[src/rtl/coffee_pkg.sv]
// Shared drink codes and order-controller state encoding.
// latency: n/a. backpressure: n/a.
package coffee_pkg;

    localparam logic [1:0] DRINK_EXPRESSO  = 2'b00;
    localparam logic [1:0] DRINK_CAMOMILA  = 2'b01;
    localparam logic [1:0] DRINK_LEITE     = 2'b10;
    localparam logic [1:0] DRINK_CAPUCCINO = 2'b11;

    typedef enum logic [2:0] {
        IDLE     = 3'd0,
        SELECT   = 3'd1,
        WAIT_PAY = 3'd2,
        BREW     = 3'd3,
        DONE     = 3'd4
    } state_t;

endpackage

[src/rtl/btn_edge.sv]
// Rising-edge detector for one synchronised button level.
// latency: evt is combinational from btn against last cycle's level. backpressure: none.
module btn_edge (
    input  logic clk,
    input  logic rst_n,
    input  logic btn,
    output logic evt
);

    logic prev;

    always_ff @(posedge clk or negedge rst_n) begin
        if (!rst_n) prev <= 1'b0;
        else        prev <= btn;
    end

    assign evt = btn & ~prev;

endmodule

[src/rtl/coffee_order_fsm.sv]
// Coffee order controller: selection, payment wait, timed brew, done hold.
// latency: outputs registered, valid the cycle after the sampling edge. backpressure: none.
module coffee_order_fsm
    import coffee_pkg::*;
#(
    parameter int BREW_CYCLES = 200,
    parameter int DONE_CYCLES = 50,
    parameter int CNT_W       = 16
) (
    input  logic       clk,
    input  logic       rst_n,
    input  logic       btn_next,
    input  logic       btn_confirm,
    input  logic       btn_cancel,
    input  logic       coin_ok,
    output logic [1:0] drink_code,
    output logic       disp_en,
    output logic       sel_valid,
    output logic       valve_water,
    output logic       valve_milk,
    output logic       busy,
    output logic       done
);

    localparam logic [CNT_W-1:0] BREW_LAST = CNT_W'(BREW_CYCLES - 1);
    localparam logic [CNT_W-1:0] DONE_LAST = CNT_W'(DONE_CYCLES - 1);
    localparam logic [CNT_W-1:0] MILK_END  = CNT_W'(BREW_CYCLES / 2);

    state_t           state;
    state_t           nxt_state;
    logic [1:0]       nxt_code;
    logic [CNT_W-1:0] cnt;
    logic [CNT_W-1:0] nxt_cnt;
    logic             ev_next;
    logic             ev_confirm;
    logic             ev_cancel;

    btn_edge u_edge_next    (.clk(clk), .rst_n(rst_n), .btn(btn_next),    .evt(ev_next));
    btn_edge u_edge_confirm (.clk(clk), .rst_n(rst_n), .btn(btn_confirm), .evt(ev_confirm));
    btn_edge u_edge_cancel  (.clk(clk), .rst_n(rst_n), .btn(btn_cancel),  .evt(ev_cancel));

    // Counter defaults to zero so every state entry starts from a cleared count.
    always_comb begin
        nxt_state = state;
        nxt_code  = drink_code;
        nxt_cnt   = '0;
        case (state)
            IDLE: begin
                if (ev_next) begin
                    nxt_state = SELECT;
                    nxt_code  = DRINK_EXPRESSO;
                end
            end
            SELECT: begin
                if (ev_cancel) begin
                    nxt_state = IDLE;
                    nxt_code  = DRINK_EXPRESSO;
                end else if (ev_confirm) begin
                    nxt_state = coin_ok ? BREW : WAIT_PAY;
                end else if (ev_next) begin
                    nxt_code = drink_code + 2'd1;
                end
            end
            WAIT_PAY: begin
                if (ev_cancel) begin
                    nxt_state = IDLE;
                    nxt_code  = DRINK_EXPRESSO;
                end else if (coin_ok) begin
                    nxt_state = BREW;
                end
            end
            BREW: begin
                if (cnt == BREW_LAST) nxt_state = DONE;
                else                  nxt_cnt   = cnt + 1'b1;
            end
            DONE: begin
                if (cnt == DONE_LAST) begin
                    nxt_state = IDLE;
                    nxt_code  = DRINK_EXPRESSO;
                end else begin
                    nxt_cnt = cnt + 1'b1;
                end
            end
            default: begin
                nxt_state = IDLE;
                nxt_code  = DRINK_EXPRESSO;
            end
        endcase
    end

    // Outputs are decoded from the next state so they register in step with it.
    always_ff @(posedge clk or negedge rst_n) begin
        if (!rst_n) begin
            state       <= IDLE;
            drink_code  <= DRINK_EXPRESSO;
            cnt         <= '0;
            disp_en     <= 1'b0;
            sel_valid   <= 1'b0;
            valve_water <= 1'b0;
            valve_milk  <= 1'b0;
            busy        <= 1'b0;
            done        <= 1'b0;
        end else begin
            state       <= nxt_state;
            drink_code  <= nxt_code;
            cnt         <= nxt_cnt;
            disp_en     <= (nxt_state inside {SELECT, WAIT_PAY, DONE});
            sel_valid   <= (nxt_state inside {SELECT, WAIT_PAY, DONE});
            valve_water <= (nxt_state == BREW);
            valve_milk  <= (nxt_state == BREW) && nxt_code[1] && (nxt_cnt < MILK_END);
            busy        <= (nxt_state == BREW);
            done        <= (nxt_state == DONE);
        end
    end

endmodule

[config.mk]
export PLATFORM = sky130hd
export DESIGN_NAME = coffee_order_fsm
export DESIGN_NICKNAME = d
export VERILOG_FILES = /design/src/rtl/coffee_pkg.sv /design/src/rtl/btn_edge.sv /design/src/rtl/coffee_order_fsm.sv
export SDC_FILE = /design/constraint.sdc
export NUM_CORES = 1
export LEC_CHECK = 0
export CORE_MARGIN = 2
export CORE_UTILIZATION = 51
export CTS_CLUSTER_DIAMETER = 40
export DETAILED_ROUTE_END_ITERATION = 10
export PLACE_DENSITY = 0.75
export SYNTH_ARGS = -nofsm -noshare
export SYNTH_HDL_FRONTEND = slang
export SYNTH_SLANG_ARGS = --single-unit
[constraint.sdc]
create_clock -name clk -period 2.1 [get_ports clk]
set_input_delay 0.63 -clock clk [delete_from_list [all_inputs] [get_ports clk]]
set_output_delay 0.63 -clock clk [all_outputs]
set_load 0.02 [all_outputs]
=== Word level (Yosys, flattened, before mapping) ===
Index checks and enable logic that the tools add are counted.
Widths: inputs -> output; s select.

* Word-level logic and storage cells: 60
* Bits in registers: 28
* Bits of input ports: 6

* Add/sub/neg operators: 2
* Bitwise gates (word level): 7
* Equal/unequal tests: 15
* Magnitude comparators: 1
* Muxes and demuxes: 19
* Reductions and logical operators: 5

{| class="wikitable"
|+ Operators with widths
! kind !! number
|-
| $mux 16 || 2
|-
| $pmux 16 s2 || 1
|-
| $mux 3 || 7
|-
| $add 16x1->16 const B || 1
|-
| $eq 16x6->1 const B || 1
|-
| $eq 16x8->1 const B || 1
|-
| $lt 16x7->1 const B || 1
|-
| $pmux 3 s5 || 1
|-
| $eq 3x2->1 const B || 4
|-
| $mux 2 || 6
|-
| $pmux 2 s5 || 1
|-
| $eq 3x1->1 const B || 2
|-
| $eq 3x3->1 const B || 2
|-
| $ne 2x2->1 const B || 3
|-
| $ne 3x3->1 const B || 2
|-
| $reduce_and 6->1 || 1
|-
| $not 1->1 || 4
|-
| $and 1x1->1 || 3
|-
| $logic_not 3->1 || 1
|-
| $reduce_bool 3->1 || 1
|-
| $add 2x1->2 const B || 1
|-
| $logic_and 1x1->1 || 2
|-
| $mux 1 || 1
|}

=== Logic depth before layout (Yosys ltp) ===
* Word-level depth: 8
* Depth in mapped cells: 9
* Depth with buffers taken out: 8

=== Modules after synthesis ===
A second synthesis with hierarchy kept.

* Cell total of the unflattened synthesis: 170
* Area total of the unflattened synthesis: 1602.8 um2

{| class="wikitable"
|+ By module, submodules not included
! module !! area an instance (um2) !! cells each !! seq. area each (um2) !! times used
|-
| coffee_order_fsm || 1486.4 || 164 || 625.6 || 1
|-
| btn_edge || 38.8 || 2 || 25.0 || 3
|}

=== Worst setup path before layout ===
Ideal clock, no wire load.

* Path kind: input to register
* Start point: input port btn_cancel
* End point: register valve_milk
* Path buffers: 0
* Stages: 6
* Arrival time: 1.924 ns
* Library setup time: 0.095 ns
* Path slack: 0.081 ns
* Path through: nor2b_1 -> or4b_1 -> nor3_2 -> a21oi_1 -> a31oi_1 -> nor4b_2

{| class="wikitable"
|+ RTL lines
! element !! RTL line !! text
|-
| start: declaration || coffee_order_fsm.sv:14 || <nowiki>input logic btn_cancel,</nowiki>
|-
| $and 1x1->1 (*) || btn_edge.sv:17 || <nowiki>assign evt = btn & ~prev;</nowiki>
|-
| $mux 2 (on tied branches) || coffee_order_fsm.sv:65, coffee_order_fsm.sv:55 ||
|-
| $pmux 2 s5 (*) || coffee_order_fsm.sv:47 || <nowiki>case (state)</nowiki>
|-
| net nxt_code[1] || coffee_order_fsm.sv:31 || <nowiki>logic [1:0] nxt_code;</nowiki>
|-
| $logic_and 1x1->1 (*) (2 in series) || coffee_order_fsm.sv:110 || <nowiki>valve_milk <= (nxt_state == BREW) && nxt_code[1] && (nxt_cnt < MILK_END);</nowiki>
|-
| end signal: assignment || coffee_order_fsm.sv:110 ||
|-
| end: declaration || coffee_order_fsm.sv:20 || <nowiki>output logic valve_milk,</nowiki>
|}

The timed path passes the listed nets; every way through them passes the cells marked *. The select of a mux whose other input is x is not followed.
A chain may end at the register's enable or synchronous reset.

=== Worst setup path in the final report ===
* Start point: register cnt[0]
* End point: register valve_milk

* Longest elaborated chain between the ends: 6

{| class="wikitable"
|+ Ends and longest elaborated chain
! element !! RTL line !! text
|-
| start: declaration || coffee_order_fsm.sv:32 || <nowiki>logic [CNT_W-1:0] cnt;</nowiki>
|-
| start signal: assignment || coffee_order_fsm.sv:106 || <nowiki>cnt <= nxt_cnt;</nowiki>
|-
| branches (longest 5 deep; another with $add 16x1->16) || - ||
|-
| $logic_and 1x1->1 (*) || coffee_order_fsm.sv:110 ||
|}

Every way passes the cells marked *. The select of a mux whose other input is x is not followed.

==> reports/qor.log <==
INFO  critical_path  crit_path_end_kind=flip-flop
INFO  power          powerDensity=435mW/mm²
INFO  min_path       worst_hold_startpoint=btn_cancel
INFO  critical_path  cp_data_arrival_time=2250ps
INFO  sta            setup_ws=93.0ps
INFO  global_routing maximum_number_of_pins_on_one_net_before_global_route_repair=29
INFO  synth          synth_cell_types=45
INFO  synth          synth_fp_nets=180
INFO  route          routed_wl=3.10mm
INFO  floorplanning  die_outline_height=59.9µm
INFO  final_layout   fillerInstances=256
INFO  floorplanning  initial_core_util=0.531
INFO  floorplanning  floorplan.rows=20
INFO  clock_tree     clk_latency=330ps
INFO  sta            rsz0062_at_grt=no
INFO  floorplanning  design.die.area=0.00359mm²
INFO  route          routedWlPerCell=14.1µm
INFO  global_routing grt_pass1_wl=5.35mm
INFO  global_routing first_global_vias=1220
INFO  route          route.detailed.vias_per_inst=5.89
INFO  synth          warning_count_from_the_yosys_run=0
INFO  global_routing number_of_antenna_violations_at_the_first_check_in_global_routing=0
INFO  sta            slew_viol_final=0
INFO  min_path       timing.hold.worst.class=primary input to flip-flop
INFO  sta            hold_viol=0
INFO  global_routing global_route.usage.total=0.199
INFO  final_layout   finalNonFillerCells=220
INFO  sta            skew=1.50ps
INFO  route          vias=1296
INFO  final_layout   design.final.nets=197
INFO  clock_tree     tritoncts=done
INFO  clock_tree     cts.hold.buffers_added=0
INFO  clock_tree     post_cts_buffers=0
INFO  power          power.share.sequential=0.686
INFO  power          p_int=0.000625W
INFO  synth          count_of_mapped_cells_out_of_synthesis=172
INFO  final_layout   mostFrequentLayoutCells=dfrtp_1, nor2_1, nand2_1, clkdlybuf4s50_1, nor3_1
INFO  clock_tree     cts.reportedPaths.clkPinSlew=140ps
INFO  power          p_switching=0.000168W
INFO  power          power_switching_share=0.212
INFO  route          dr.first_iter.drc_count=55
INFO  critical_path  rr_startpoint=cnt[0]
INFO  floorplanning  fp.coreArea=0.00300mm²
INFO  route          ant_nets=0
INFO  route          drt-pass1-iter-count=4
INFO  synth          synth.avg_cell_area=9.27µm²
INFO  clock_tree     cts.path.max_buffers=2
INFO  final_layout   area_growth_syn_to_layout=14.3%
INFO  power          power.share.clock=0.273
INFO  power          share_comb_of_total_power=0.042
INFO  clock_tree     cts_inserted_buffers=3
INFO  power          irDropWorstVdd=187µV
INFO  critical_path  worst_setup_path_start_kind=flip-flop
INFO  clock_tree     cts_num_sinks=28
INFO  global_routing grt-ovfl-total=0
INFO  placed_design  placed_cells=217
INFO  critical_path  critical_path_peak_fanout=5
INFO  clock_tree     cts_htree_levels=1
INFO  placed_design  finalWeightedCongestion=0.908
INFO  final_layout   layout_cells_sized_above_1=0.144
INFO  sta            measured_slew_at_the_worst_slew_check_pin=424ps
INFO  sta            timing.slew.headroom=0.716
INFO  critical_path  startpoint=cnt[0]
INFO  sta            fmax=498MHz
INFO  synth          seq_area_frac_synth=0.439
INFO  placed_design  number_of_i_o_port_buffers=13
INFO  sta            setup_viol_count_final=0
INFO  final_layout   n_antenna_cell=0
INFO  job            timing.max_cap.violations=0
INFO  synth          number_of_enable_flip_flop_cells_after_synthesis=0
INFO  clock_tree     clk_root_buffer_cell=clkbuf_4
INFO  floorplanning  ioPinCount=14
INFO  final_layout   area_taken_by_flip_flops_and_latches=701µm²
INFO  synth          yosys_most_used_dff=dfrtp_1
INFO  placed_design  place_worst_setup_slack=-439ps
INFO  critical_path  worstPathRequired=2350ps
INFO  synth          netlist_area=0.00160mm²
INFO  placed_design  dp_hpwl=2.38mm
INFO  sta            worst_hold_slack_after_final_layout=455ps
INFO  sta            timing.final.crit_share=0.956
INFO  power          leakage=0.798nW
INFO  floorplanning  chipWidth=59.9µm
INFO  critical_path  critPathKind=flip-flop to flip-flop
INFO  final_layout   multiInputGateArea=852µm²
INFO  synth          synth-seq-cells=28
INFO  final_layout   mostFrequentLayoutCell=dfrtp_1
INFO  route          drc=0
INFO  run_status     run_status=finished, final reports clean
INFO  sta            finalCriticalPeriod=2010ps
INFO  synth          postSynth.asyncResetShare=1.00
==> synth_stat cells, types with 2 or more instances <==
library cell  number  area (µm²)
dfrtp_1           28         701
nor2_1            25        93.8
nand2_1           11        41.3
nor3_1            10        50.1
nand3_1            9        45.0
xnor2_1            8        70.1
xor2_1             8        70.1
o21ai_0            7        35.0
nor2b_1            5        31.3
a21oi_1            4        20.0
a31oi_1            3        18.8
and2_1             3        18.8
and3_1             3        18.8
buf_2              3        15.0
buf_4              3        22.5
inv_1              3        11.3
nand4_1            3        18.8
o21a_1             3        22.5
a211oi_1           2        15.0
a21bo_2            2        20.0
a21o_1             2        15.0
clkbuf_1           2        7.51
ha_1               2        25.0
nand3b_1           2        15.0
==> cells by family (layout without fill, tap and decap cells) <==
group / count (synthesis) / in the layout / synth area share
xor+xnor: 16 / 16 / 0.0878
fa+ha+maj: 2 / 2 / 0.0157
simple gates: 84 / 84 / 0.281
compound gates: 30 / 30 / 0.134
flops: 28 / 28 / 0.439
buf+inv: 12 / 27 / 0.0423
==> per-layer routing <==
metal | wire (µm) | up-vias | global-route usage
met4 | 74 | 0 | 0.0921
met1 | 1360 | 627 | 0.243
met5 | 0 | - | 0
met2 | 1570 | 31 | 0.345
met3 | 93 | 9 | 0.0281
li1 | - | 629 | -
==> cell type report <==
| class | instances | share of cell area |
|---|---|---|
| well taps | 33 | 0.0226 |
| multi-input cells | 132 | 0.467 |
| repair buffers | 21 | 0.107 |
| flip-flops and latches | 28 | 0.384 |
| clock buffers | 3 | 0.0124 |
| inverters | 3 | 0.00618 |
==> through the flow <==
stage / cell area (µm²) / TNS [ps] / utilization / power (W)
after CTS: 1800 / 0 / 0.598 / 0.000805
after floorplan: 1600 / 0 / - / 0.000559
after global placement: 1770 / -972 / 0.590 / 0.000584
final: 1820 / 0 / 0.607 / 0.000792
after global routing: 1820 / 0 / 0.607 / 0.000833
after detailed placement: 1770 / -1180 / 0.590 / 0.000586
==> power groups by stage <==
stage	Clock, W	Combinational, W	Sequential, W
after floorplan	0	0.00000579	0.000553
after global placement	0	0.0000313	0.000553
after detailed placement	0	0.0000324	0.000553
after CTS	0.000229	0.0000325	0.000543
after global routing	0.000252	0.0000370	0.000544
final	0.000216	0.0000329	0.000543
==> path summary, 6_finish.rpt <==
path	slack, ps	endpoint	cells past startpoint
min	450	u_edge_cancel.prev	1
min reg2reg	510	cnt[0]	1
max in group asynchronous	1200	drink_code[0]	2
min in group asynchronous	650	cnt[2]	2
max	90	valve_milk	7
max reg2reg	90	valve_milk	7
==> registers in the layout, summed over array words and instances, names as in the netlist <==
signal               flops
busy                     1
u_edge_cancel.prev       1
done                     1
sel_valid                1
state                    3
u_edge_next.prev         1
cnt                     16
u_edge_confirm.prev      1
drink_code               2
valve_milk               1
==> timing repair <==
action	in CTS	in global routing
pin swaps	1	3
gates resized for setup	1	8
gates cloned	0	0
setup endpoints to repair	1	2
==> critical path: stages (launching register included) <==
cell	delay, ps
dfrtp_1	420
ha_2	250
nand2_2	70
or4_4	510
o21ai_4	170
and2_4	190
o32ai_2	100
nor4b_2	220
Note: power is estimated with default switching activity, not from simulation.
